$ cat src/rtl/j11bus.sv
`default_nettype none
// +------------------------------------------------------------------------+
// | Module      : j11bus                                                   |
// | Description : J11 bus-request responder: main memory, DL11 console,    |
// |               GP register and non-existent-memory timeout.             |
// | Revision    : 1.0  initial release                                     |
// +------------------------------------------------------------------------+
module j11bus #(
    parameter int          MEMAW  = 17,
    parameter int          NXMCYC = 16,
    parameter logic [15:0] GPVAL  = 16'o000000
) (
    input  logic             clk,
    input  logic             rst,
    input  logic             busreq,
    input  logic             buswr,
    input  logic             busgp,
    input  logic [21:0]      busaddr,
    input  logic [15:0]      buswdata,
    output logic             busack,
    output logic [15:0]      busrdata,
    output logic             memreq,
    output logic             memwr,
    output logic [MEMAW-1:0] memaddr,
    output logic [15:0]      memwdata,
    input  logic             memack,
    input  logic [15:0]      memrdata,
    input  logic [7:0]       rxdata,
    input  logic             rxvalid,
    output logic             rxready,
    output logic [7:0]       txdata,
    output logic             txvalid,
    input  logic             txready,
    output logic             rxirq,
    output logic             txirq,
    output logic             nxm
);

    localparam logic [1:0] c_ST_IDLE    = 2'd0;
    localparam logic [1:0] c_ST_MEMWAIT = 2'd1;
    localparam logic [1:0] c_ST_NXMWAIT = 2'd2;
    localparam logic [1:0] c_ST_ACK     = 2'd3;

    localparam int                 c_NXM_W    = $clog2(NXMCYC + 1);
    localparam logic [c_NXM_W-1:0] c_NXM_LOAD = c_NXM_W'(NXMCYC - 1);
    localparam logic [c_NXM_W-1:0] c_NXM_ONE  = c_NXM_W'(1);

    localparam logic [21:0] c_RCSR = 22'o17777560;
    localparam logic [21:0] c_RBUF = 22'o17777562;
    localparam logic [21:0] c_XCSR = 22'o17777564;
    localparam logic [21:0] c_XBUF = 22'o17777566;

    logic [1:0]         r_state;
    logic [1:0]         w_state_nxt;
    logic [c_NXM_W-1:0] r_nxm_cnt;
    logic               r_req_wr;
    logic [15:0]        r_busrdata;
    logic               r_memreq;
    logic               r_memwr;
    logic [MEMAW-1:0]   r_memaddr;
    logic [15:0]        r_memwdata;
    logic               r_nxm;

    logic               r_rx_done;
    logic               r_rx_ie;
    logic [7:0]         r_rxbuf;
    logic               r_tx_ready;
    logic               r_tx_ie;
    logic               r_txvalid;
    logic [7:0]         r_txdata;

    logic [21:0]        w_word;
    logic               w_is_mem;
    logic               w_is_con;
    logic               w_capture;
    logic               w_con_acc;
    logic [15:0]        w_con_rdata;
    logic               w_unused;

    assign w_word   = {busaddr[21:1], 1'b0};
    assign w_unused = busaddr[0];

    generate
        if (MEMAW + 1 >= 22) begin : g_mem_full
            assign w_is_mem = 1'b1;
        end else begin : g_mem_part
            assign w_is_mem = (busaddr[21:MEMAW+1] == '0);
        end
    endgenerate

    assign w_is_con  = (w_word == c_RCSR) || (w_word == c_RBUF) ||
                       (w_word == c_XCSR) || (w_word == c_XBUF);
    assign w_capture = (r_state == c_ST_IDLE) && busreq;
    // A console access only happens when neither GP nor memory claims the cycle.
    assign w_con_acc = w_capture && !busgp && !w_is_mem && w_is_con;

    always_comb begin
        w_con_rdata = 16'h0000;
        case (w_word)
            c_RCSR:  w_con_rdata = {8'h00, r_rx_done, r_rx_ie, 6'b000000};
            c_RBUF:  w_con_rdata = {8'h00, r_rxbuf};
            c_XCSR:  w_con_rdata = {8'h00, r_tx_ready, r_tx_ie, 6'b000000};
            default: w_con_rdata = 16'h0000;
        endcase
    end

    always_ff @(posedge clk or posedge rst) begin
        if (rst) begin
            r_state <= c_ST_IDLE;
        end else begin
            r_state <= w_state_nxt;
        end
    end

    always_comb begin
        w_state_nxt = r_state;
        case (r_state)
            c_ST_IDLE: begin
                if (busreq) begin
                    if (busgp)         w_state_nxt = c_ST_ACK;
                    else if (w_is_mem) w_state_nxt = c_ST_MEMWAIT;
                    else if (w_is_con) w_state_nxt = c_ST_ACK;
                    else               w_state_nxt = c_ST_NXMWAIT;
                end
            end
            c_ST_MEMWAIT: if (memack) w_state_nxt = c_ST_ACK;
            c_ST_NXMWAIT: if (r_nxm_cnt == '0) w_state_nxt = c_ST_ACK;
            c_ST_ACK:     w_state_nxt = c_ST_IDLE;
            default:      w_state_nxt = c_ST_IDLE;
        endcase
    end

    always_ff @(posedge clk or posedge rst) begin
        if (rst) begin
            r_busrdata <= 16'h0000;
            r_memreq   <= 1'b0;
            r_memwr    <= 1'b0;
            r_memaddr  <= '0;
            r_memwdata <= 16'h0000;
            r_nxm      <= 1'b0;
            r_nxm_cnt  <= '0;
            r_req_wr   <= 1'b0;
        end else begin
            r_memreq <= 1'b0;
            case (r_state)
                c_ST_IDLE: begin
                    if (busreq) begin
                        r_req_wr <= buswr;
                        if (busgp) begin
                            if (!buswr) r_busrdata <= GPVAL;
                        end else if (w_is_mem) begin
                            r_memreq   <= 1'b1;
                            r_memwr    <= buswr;
                            r_memaddr  <= busaddr[MEMAW:1];
                            r_memwdata <= buswdata;
                        end else if (w_is_con) begin
                            if (!buswr) r_busrdata <= w_con_rdata;
                        end else begin
                            r_nxm     <= 1'b1;
                            r_nxm_cnt <= c_NXM_LOAD;
                        end
                    end
                end
                c_ST_MEMWAIT: begin
                    if (memack && !r_memwr) r_busrdata <= memrdata;
                end
                c_ST_NXMWAIT: begin
                    // Read data is cleared only at completion so it holds until the ack.
                    if (r_nxm_cnt != '0)  r_nxm_cnt  <= r_nxm_cnt - c_NXM_ONE;
                    else if (!r_req_wr)   r_busrdata <= 16'h0000;
                end
                default: ;
            endcase
        end
    end

    always_ff @(posedge clk or posedge rst) begin
        if (rst) begin
            r_rx_done  <= 1'b0;
            r_rx_ie    <= 1'b0;
            r_rxbuf    <= 8'h00;
            r_tx_ready <= 1'b1;
            r_tx_ie    <= 1'b0;
            r_txvalid  <= 1'b0;
            r_txdata   <= 8'h00;
        end else begin
            // An incoming byte beats a simultaneous RBUF read clearing DONE.
            if (rxvalid && !r_rx_done) begin
                r_rxbuf   <= rxdata;
                r_rx_done <= 1'b1;
            end else if (w_con_acc && !buswr && (w_word == c_RBUF)) begin
                r_rx_done <= 1'b0;
            end

            if (w_con_acc && buswr && (w_word == c_RCSR)) r_rx_ie <= buswdata[6];
            if (w_con_acc && buswr && (w_word == c_XCSR)) r_tx_ie <= buswdata[6];

            if (w_con_acc && buswr && (w_word == c_XBUF) && r_tx_ready) begin
                r_txdata   <= buswdata[7:0];
                r_txvalid  <= 1'b1;
                r_tx_ready <= 1'b0;
            end else if (r_txvalid && txready) begin
                r_txvalid  <= 1'b0;
                r_tx_ready <= 1'b1;
            end
        end
    end

    assign busack   = (r_state == c_ST_ACK);
    assign busrdata = r_busrdata;
    assign memreq   = r_memreq;
    assign memwr    = r_memwr;
    assign memaddr  = r_memaddr;
    assign memwdata = r_memwdata;
    assign nxm      = r_nxm;
    assign rxready  = !r_rx_done;
    assign txdata   = r_txdata;
    assign txvalid  = r_txvalid;
    assign rxirq    = r_rx_ie & r_rx_done;
    assign txirq    = r_tx_ie & r_tx_ready;

endmodule
`default_nettype wire
$ cat config.mk
export PLATFORM = sky130hd
export DESIGN_NAME = j11bus
export DESIGN_NICKNAME = d
export VERILOG_FILES = /design/src/rtl/j11bus.sv
export SDC_FILE = /design/constraint.sdc
export NUM_CORES = 1
export LEC_CHECK = 0
export ABC_CLOCK_PERIOD_IN_PS = 3500
export CAP_MARGIN = 10
export CORE_MARGIN = 2
export CORE_UTILIZATION = 45
export CTS_CLUSTER_SIZE = 28
export DETAILED_ROUTE_END_ITERATION = 10
export PLACE_DENSITY = 0.81
export SYNTH_ARGS = -nofsm -noshare
export SYNTH_HDL_FRONTEND = slang
export SYNTH_SLANG_ARGS = --single-unit
$ cat constraint.sdc
create_clock -name clk -period 3.5 [get_ports clk]
set_input_delay 1.05 -clock clk [delete_from_list [all_inputs] [get_ports clk]]
set_output_delay 1.05 -clock clk [all_outputs]
set_load 0.03 [all_outputs]
==> tab_implementation.tex <==
\begin{tabular}{lr}
\hline
Metric & Value \\
\hline
\multicolumn{2}{l}{\textbf{Run status}} \\
\quad Status & complete, no violations \\
\multicolumn{2}{l}{\textbf{Critical path}} \\
\quad Delay of the slowest cell on the worst path & 0.50 ns \\
\quad Reg-to-reg setup timing slack & 1.07 ns \\
\quad Startpoint Class & input pin \\
\quad Buf+Inv Stages, Crit Path & 2 \\
\quad Ordered list of cells on the worst path & clkdlybuf4s50\_1 > nand4\_1 > nor3\_2 > nand3\_1 > nor4\_4 > buf\_4 > mux2\_2 \\
\quad Arrival @ worst endpoint & 3.02 ns \\
\quad Biggest fanout along the worst timing path & 10 \\
\quad Critical Path End Type & flip-flop \\
\quad Critical path data required time & 3.73 ns \\
\quad Slowest cell on crit path & clkdlybuf4s50\_1 \\
\quad Crit path kind & input pin to flip-flop \\
\quad Delay-heaviest family, CP & simple AND/OR/NAND/NOR gates \\
\multicolumn{2}{l}{\textbf{Synth}} \\
\quad Yosys reg bits & 81 \\
\quad Count of flip-flops with a built-in enable after synthesis & 0 \\
\quad Syn Nets & 368 \\
\quad Sequential cell area fraction in the yosys report & 0.550 \\
\quad Number of unique standard cell types used by synthesis & 45 \\
\quad Flip-flop cell with the highest count after synthesis & dfrtp\_1 \\
\quad Number of cells produced by synthesis & 291 \\
\quad Mean instance size in the synthesized netlist & 12.7 sq um \\
\quad Synth Warn \# & 0 \\
\quad Asr flop ratio synth & 1.00 \\
\quad Synthesized cell area & 3690 sq um \\
\multicolumn{2}{l}{\textbf{STA}} \\
\quad Transition at the pin with the smallest max-transition slack & 0.726 ns \\
\quad Max-slew headroom & 0.515 \\
\quad Achievable frequency & 357 MHz \\
\quad Number of hold-slack violations in the final timing report & 0 \\
\quad Final sum of negative setup slack & 0 ns \\
\quad Setup ws final & 0.701 ns \\
\quad Clock tree skew after final layout & 0.00923 ns \\
\quad Count of pins over their slew limit & 0 \\
\quad Count of final setup violators & 0 \\
\quad Setup repair after global routing missed its margin & no \\
\quad Fraction of the cycle the final worst path needs & 0.800 \\
\quad Shortest clock period the worst path allows after layout & 2.80 ns \\
\multicolumn{2}{l}{\textbf{Final layout}} \\
\quad Ant. Diodes & 0 \\
\quad Number of filler instances in the final layout & 625 \\
\quad Ratio of cells with drive above 1 in the final layout & 0.216 \\
\quad Final core utilization & 0.665 \\
\quad Post-layout nets & 507 \\
\quad Area growth from synthesis to layout & 46.0\% \\
\multicolumn{2}{l}{\textbf{Pwr}} \\
\quad Leak Pwr & 2.36 nW \\
\quad Power Dens Cells & 661 nW/um\^{}2 \\
\quad Worst voltage drop across the vdd grid & 0.354 mV \\
\multicolumn{2}{l}{\textbf{Clock tree}} \\
\quad Count of buffers added by post-CTS timing repair for setup & 0 \\
\quad TritonCTS buffer count & 9 \\
\quad Register clock-pin slew on the reported worst setup and hold paths & 0.08 ns \\
\quad Clock tree buffer depth & 2 \\
\quad TritonCTS clock tree & yes \\
\quad Htree depth & 3 \\
\quad Clock root buffer & clkbuf\_8 \\
\quad CTS hold repair buffers & 0 \\
\quad Post-CTS resize count & 0 \\
\quad Worst skew pair latency & 0.35 ns \\
\quad Total clock sinks & 81 \\
\multicolumn{2}{l}{\textbf{Route}} \\
\quad Routed vias & 2745 \\
\quad Number of remaining DRC errors & 0 \\
\quad Iter 0 DRT Violations & 89 \\
\quad Total Routed Length & 8300 um \\
\quad Average wire length per cell after detail routing & 15.4 um \\
\quad Number of antenna-violating nets in the routed design & 0 \\
\quad Vias per cell & 5.08 \\
\quad Number of detailed-route iterations in the first pass & 4 \\
\multicolumn{2}{l}{\textbf{Run}} \\
\quad Max-cap check violation count & 0 \\
\multicolumn{2}{l}{\textbf{Die}} \\
\quad Die width & 94.5 um \\
\quad I/O pin count & 135 \\
\quad Overall die height & 94.5 um \\
\quad Area of the core region & 8090 sq um \\
\quad Number of standard-cell rows in the floorplan & 33 \\
\quad Die Outline Area & 8930 sq um \\
\quad Starting density of the core & 0.455 \\
\multicolumn{2}{l}{\textbf{Worst hold path}} \\
\quad Classification of the worst-slack hold path & flip-flop to flip-flop \\
\multicolumn{2}{l}{\textbf{Place}} \\
\quad Total of buffers placed on input and output ports & 133 \\
\quad Placed wire-length estimate & 6340 um \\
\quad Pre-CTS WS & 0.314 ns \\
\quad Gpl congestion & 0.822 \\
\multicolumn{2}{l}{\textbf{Global route}} \\
\quad Overflow left after global routing & 0 \\
\quad Tot GR Track Use & 0.193 \\
\quad Initial antenna violation count & 0 \\
\quad Wire length of the first global-routing pass & 13400 um \\
\quad Number of global-route vias before repair & 2856 \\
\quad Largest net degree at the start of global routing & 45 \\
\hline
\end{tabular}
==> synth_stat cells (2+ instances only) <==
| cell | number | share of area |
|---|---|---|
| clkbuf_1 | 4 | 0.0041 |
| mux2i_1 | 11 | 0.030 |
| nor2_1 | 4 | 0.0041 |
| nand4_1 | 2 | 0.0034 |
| and2_1 | 4 | 0.0068 |
| mux2_2 | 60 | 0.18 |
| nand2_1 | 33 | 0.034 |
| a22o_1 | 2 | 0.0048 |
| nor3_1 | 3 | 0.0041 |
| o211ai_1 | 2 | 0.0041 |
| o2bb2ai_1 | 2 | 0.0048 |
| dfrtp_1 | 80 | 0.54 |
| a21o_1 | 2 | 0.0041 |
| buf_2 | 4 | 0.0054 |
| nand3_1 | 3 | 0.0041 |
| o21ai_0 | 13 | 0.018 |
| nand2b_1 | 3 | 0.0051 |
| nand4b_1 | 2 | 0.0048 |
| nor2b_1 | 2 | 0.0034 |
| mux2_4 | 2 | 0.0081 |
| a31oi_1 | 2 | 0.0034 |
| nor4_1 | 3 | 0.0051 |
| inv_1 | 20 | 0.020 |
| ha_1 | 7 | 0.024 |
==> state kept, by name (all words and copies together) (netlist names) <==
register	count
r_tx_ie	1
busrdata	16
memwr	1
memreq	1
r_rx_ie	1
memaddr	17
r_nxm_cnt	5
memwdata	16
r_tx_ready	1
r_state	2
txvalid	1
txdata	8
r_req_wr	1
nxm	1
r_rx_done	1
r_rxbuf	8
==> cells in the final DEF, fill, tap and decap left out, drive strengths merged, types with 4 or more instances in the layout <==
| cell | count |
|---|---|
| mux2 | 62 |
| buf | 5 |
| nor3 | 4 |
| clkbuf | 11 |
| and2 | 4 |
| inv | 19 |
| clkdlybuf4s50 | 133 |
| mux2i | 11 |
| ha | 7 |
| o21ai | 14 |
| nand2 | 33 |
| dfrtp | 80 |
| nor2 | 4 |
| nor4 | 4 |
==> final cells by class <==
cell class / count / area, sq um / share of cell area
clock inverters: 5 / 104 / 0.0193
repair buffers: 138 / 1390 / 0.259
multi-input cells: 180 / 1520 / 0.282
flip-flops and latches: 81 / 2030 / 0.377
well taps: 105 / 131 / 0.0244
clock buffers: 11 / 131 / 0.0244
inverters: 20 / 76.3 / 0.0142
==> cells by family after synthesis <==
family | count (synthesis) | share of synthesized area
flip-flops | 81 | 0.550
multiplexers | 73 | 0.221
AND/OR/NAND/NOR | 67 | 0.0971
AO/OA/AOI/OAI | 33 | 0.0692
buffers and inverters | 30 | 0.0384
adder cells (fa/ha/maj) | 7 | 0.0238
==> worst paths after layout <==
| kind | from | cells past startpoint | end |
|---|---|---|---|
| min in group asynchronous | rst | 2 | txdata[0] |
| setup / recovery | busaddr[21] | 7 | txdata[5] |
| max in group asynchronous | rst | 3 | r_tx_ready |
| setup reg to reg | r_nxm_cnt[0] | 8 | busrdata[8] |
| hold / removal | txdata[3] | 1 | txdata[3] |
| hold reg to reg | txdata[3] | 1 | txdata[3] |
==> where the power goes <==
group          leakage (nW)  switching [mW]  internal (mW)
registers              1.06           0.132           1.15
clock network         0.118           0.329          0.475
logic                  1.18           0.772          0.697
total                  2.36            1.23           2.33
==> layer usage <==
| metal | global-route usage | wire length [um] | up-vias |
|---|---|---|---|
| li1 | - | - | 1305 |
| met1 | 0.234 | 3390 | 1340 |
| met2 | 0.324 | 4100 | 88 |
| met3 | 0.0630 | 671 | 12 |
| met4 | 0.0652 | 134 | 0 |
| met5 | 0 | 0 | - |
==> through the flow <==
step | hold WS, ns | cell area [sq um] | power (mW) | std cells
6_report | 0.508 | 5380 | 3.56 | 540
5_1_grt | 0.521 | 5380 | 3.74 | 540
2_1_floorplan | 0.470 | 3690 | 2.27 | 291
4_1_cts | 0.512 | 5380 | 3.59 | 540
3_5_place_dp | 0.494 | 5150 | 2.78 | 524
3_3_place_gp | 0.485 | 5150 | 2.74 | 524
Power figures use the tool's default switching activity.
==> variant, RTL diff (same flow settings) <==
Change the parameter `NXMCYC` from 16 to 32.
--- a/src/rtl/j11bus.sv
+++ b/src/rtl/j11bus.sv
@@ -8,5 +8,5 @@
 module j11bus #(
     parameter int          MEMAW  = 17,
-    parameter int          NXMCYC = 16,
+    parameter int          NXMCYC = 32,
     parameter logic [15:0] GPVAL  = 16'o000000
 ) (
Check against the original RTL: same outputs for any inputs over 4 cycles, from zero or initial values and one cycle with rst high; that may be too few to reach the edited logic, so the function may still have changed.
==> variant against the original RTL <==
  * Sequential cell count rose by 1
  * Utilization rose by 0.60 points
  * Routed wire length rose by 7.4%
  * Total power rose by 5.5%
  * Setup slack got worse by 0.066 ns
  * Area after synthesis rose by 3.1%
  * Cell area rose by 2.4%
  * Global-route usage rose by 1.5 points
  * Non-clock buffer count rose by 2
==> variant: results (changes against the original RTL) <==
[finish]
final-instance-count-excl-fill=565  ; +4.6%
fin_util=0.671  ; +0.00596
signal_buffers=140  ; +1.4%
fillers=606  ; -3.0%
non_clock_buffer_area_share=0.256  ; -0.00345

[status]
status=completed

[detailed_routing]
drt_iter0_markers=99  ; +11%
vias_per_cell=5.12  ; +0.66%

[timing]
tightest_slew_ns=0.644  ; -0.0819 ns
finClkSkew_ns=0.0122  ; +0.00293 ns

[setup_path]
cp_top_family=buffers and inverters
critPathMaxFanout=16  ; +6
startpoint=busaddr[11]
cp.arrival_ns=3.10  ; +0.08 ns

[power]
sequentialPowerShare=0.346  ; -0.015
power_switching_mw=1.38  ; +12%
comb_power_mw=1.69  ; +15%

[place]
finalWeightedCongestion=0.788  ; -4.2%
place_hpwl_um=6660  ; +5.1%
place_inst=549  ; +4.8%

[synth]
yosys_register_bits=82  ; +1.2%
synth_common_cells=81 x dfrtp_1, 51 x mux2_2, 29 x nand2_1, 28 x inv_1, 17 x o21ai_0

[global_route]
grt.total_usage=0.208  ; +0.0152
grt_first_pass_wirelength_um=14500  ; +8.5%
grt_max_degree=48  ; +6.7%

[min_path]
hp-start=nxm

## variant: per-layer routing
metal | GRT usage | wire [µm] | vias up
met5 | 0 | 0 | -
met4 | 0.0667 | 140 | 0
met3 | 0.0869 | 708 | 12
met2 | 0.351 | 4540 | 84
met1 | 0.240 | 3520 | 1417
li1 | - | - | 1378
## variant: kinds of logic (layout without fill, tap and decap cells)
group	after synthesis	count (layout)	share of synthesized area
mux	63	63	0.185
fa+ha+maj	7	7	0.0230
compound gates	44	44	0.0883
simple gates	80	80	0.122
flops	82	82	0.540
buf+inv	38	184	0.0408
## variant: worst paths after layout
check                               to  slack (ns)  cells past startpoint
setup / recovery           busrdata[2]        0.63                      7
hold / removal                     nxm        0.49                      1
setup reg to reg           busrdata[2]        1.26                      8
hold reg to reg                    nxm        0.49                      1
max in group asynchronous   r_tx_ready        1.69                      3
min in group asynchronous   r_rxbuf[0]        1.09                      2
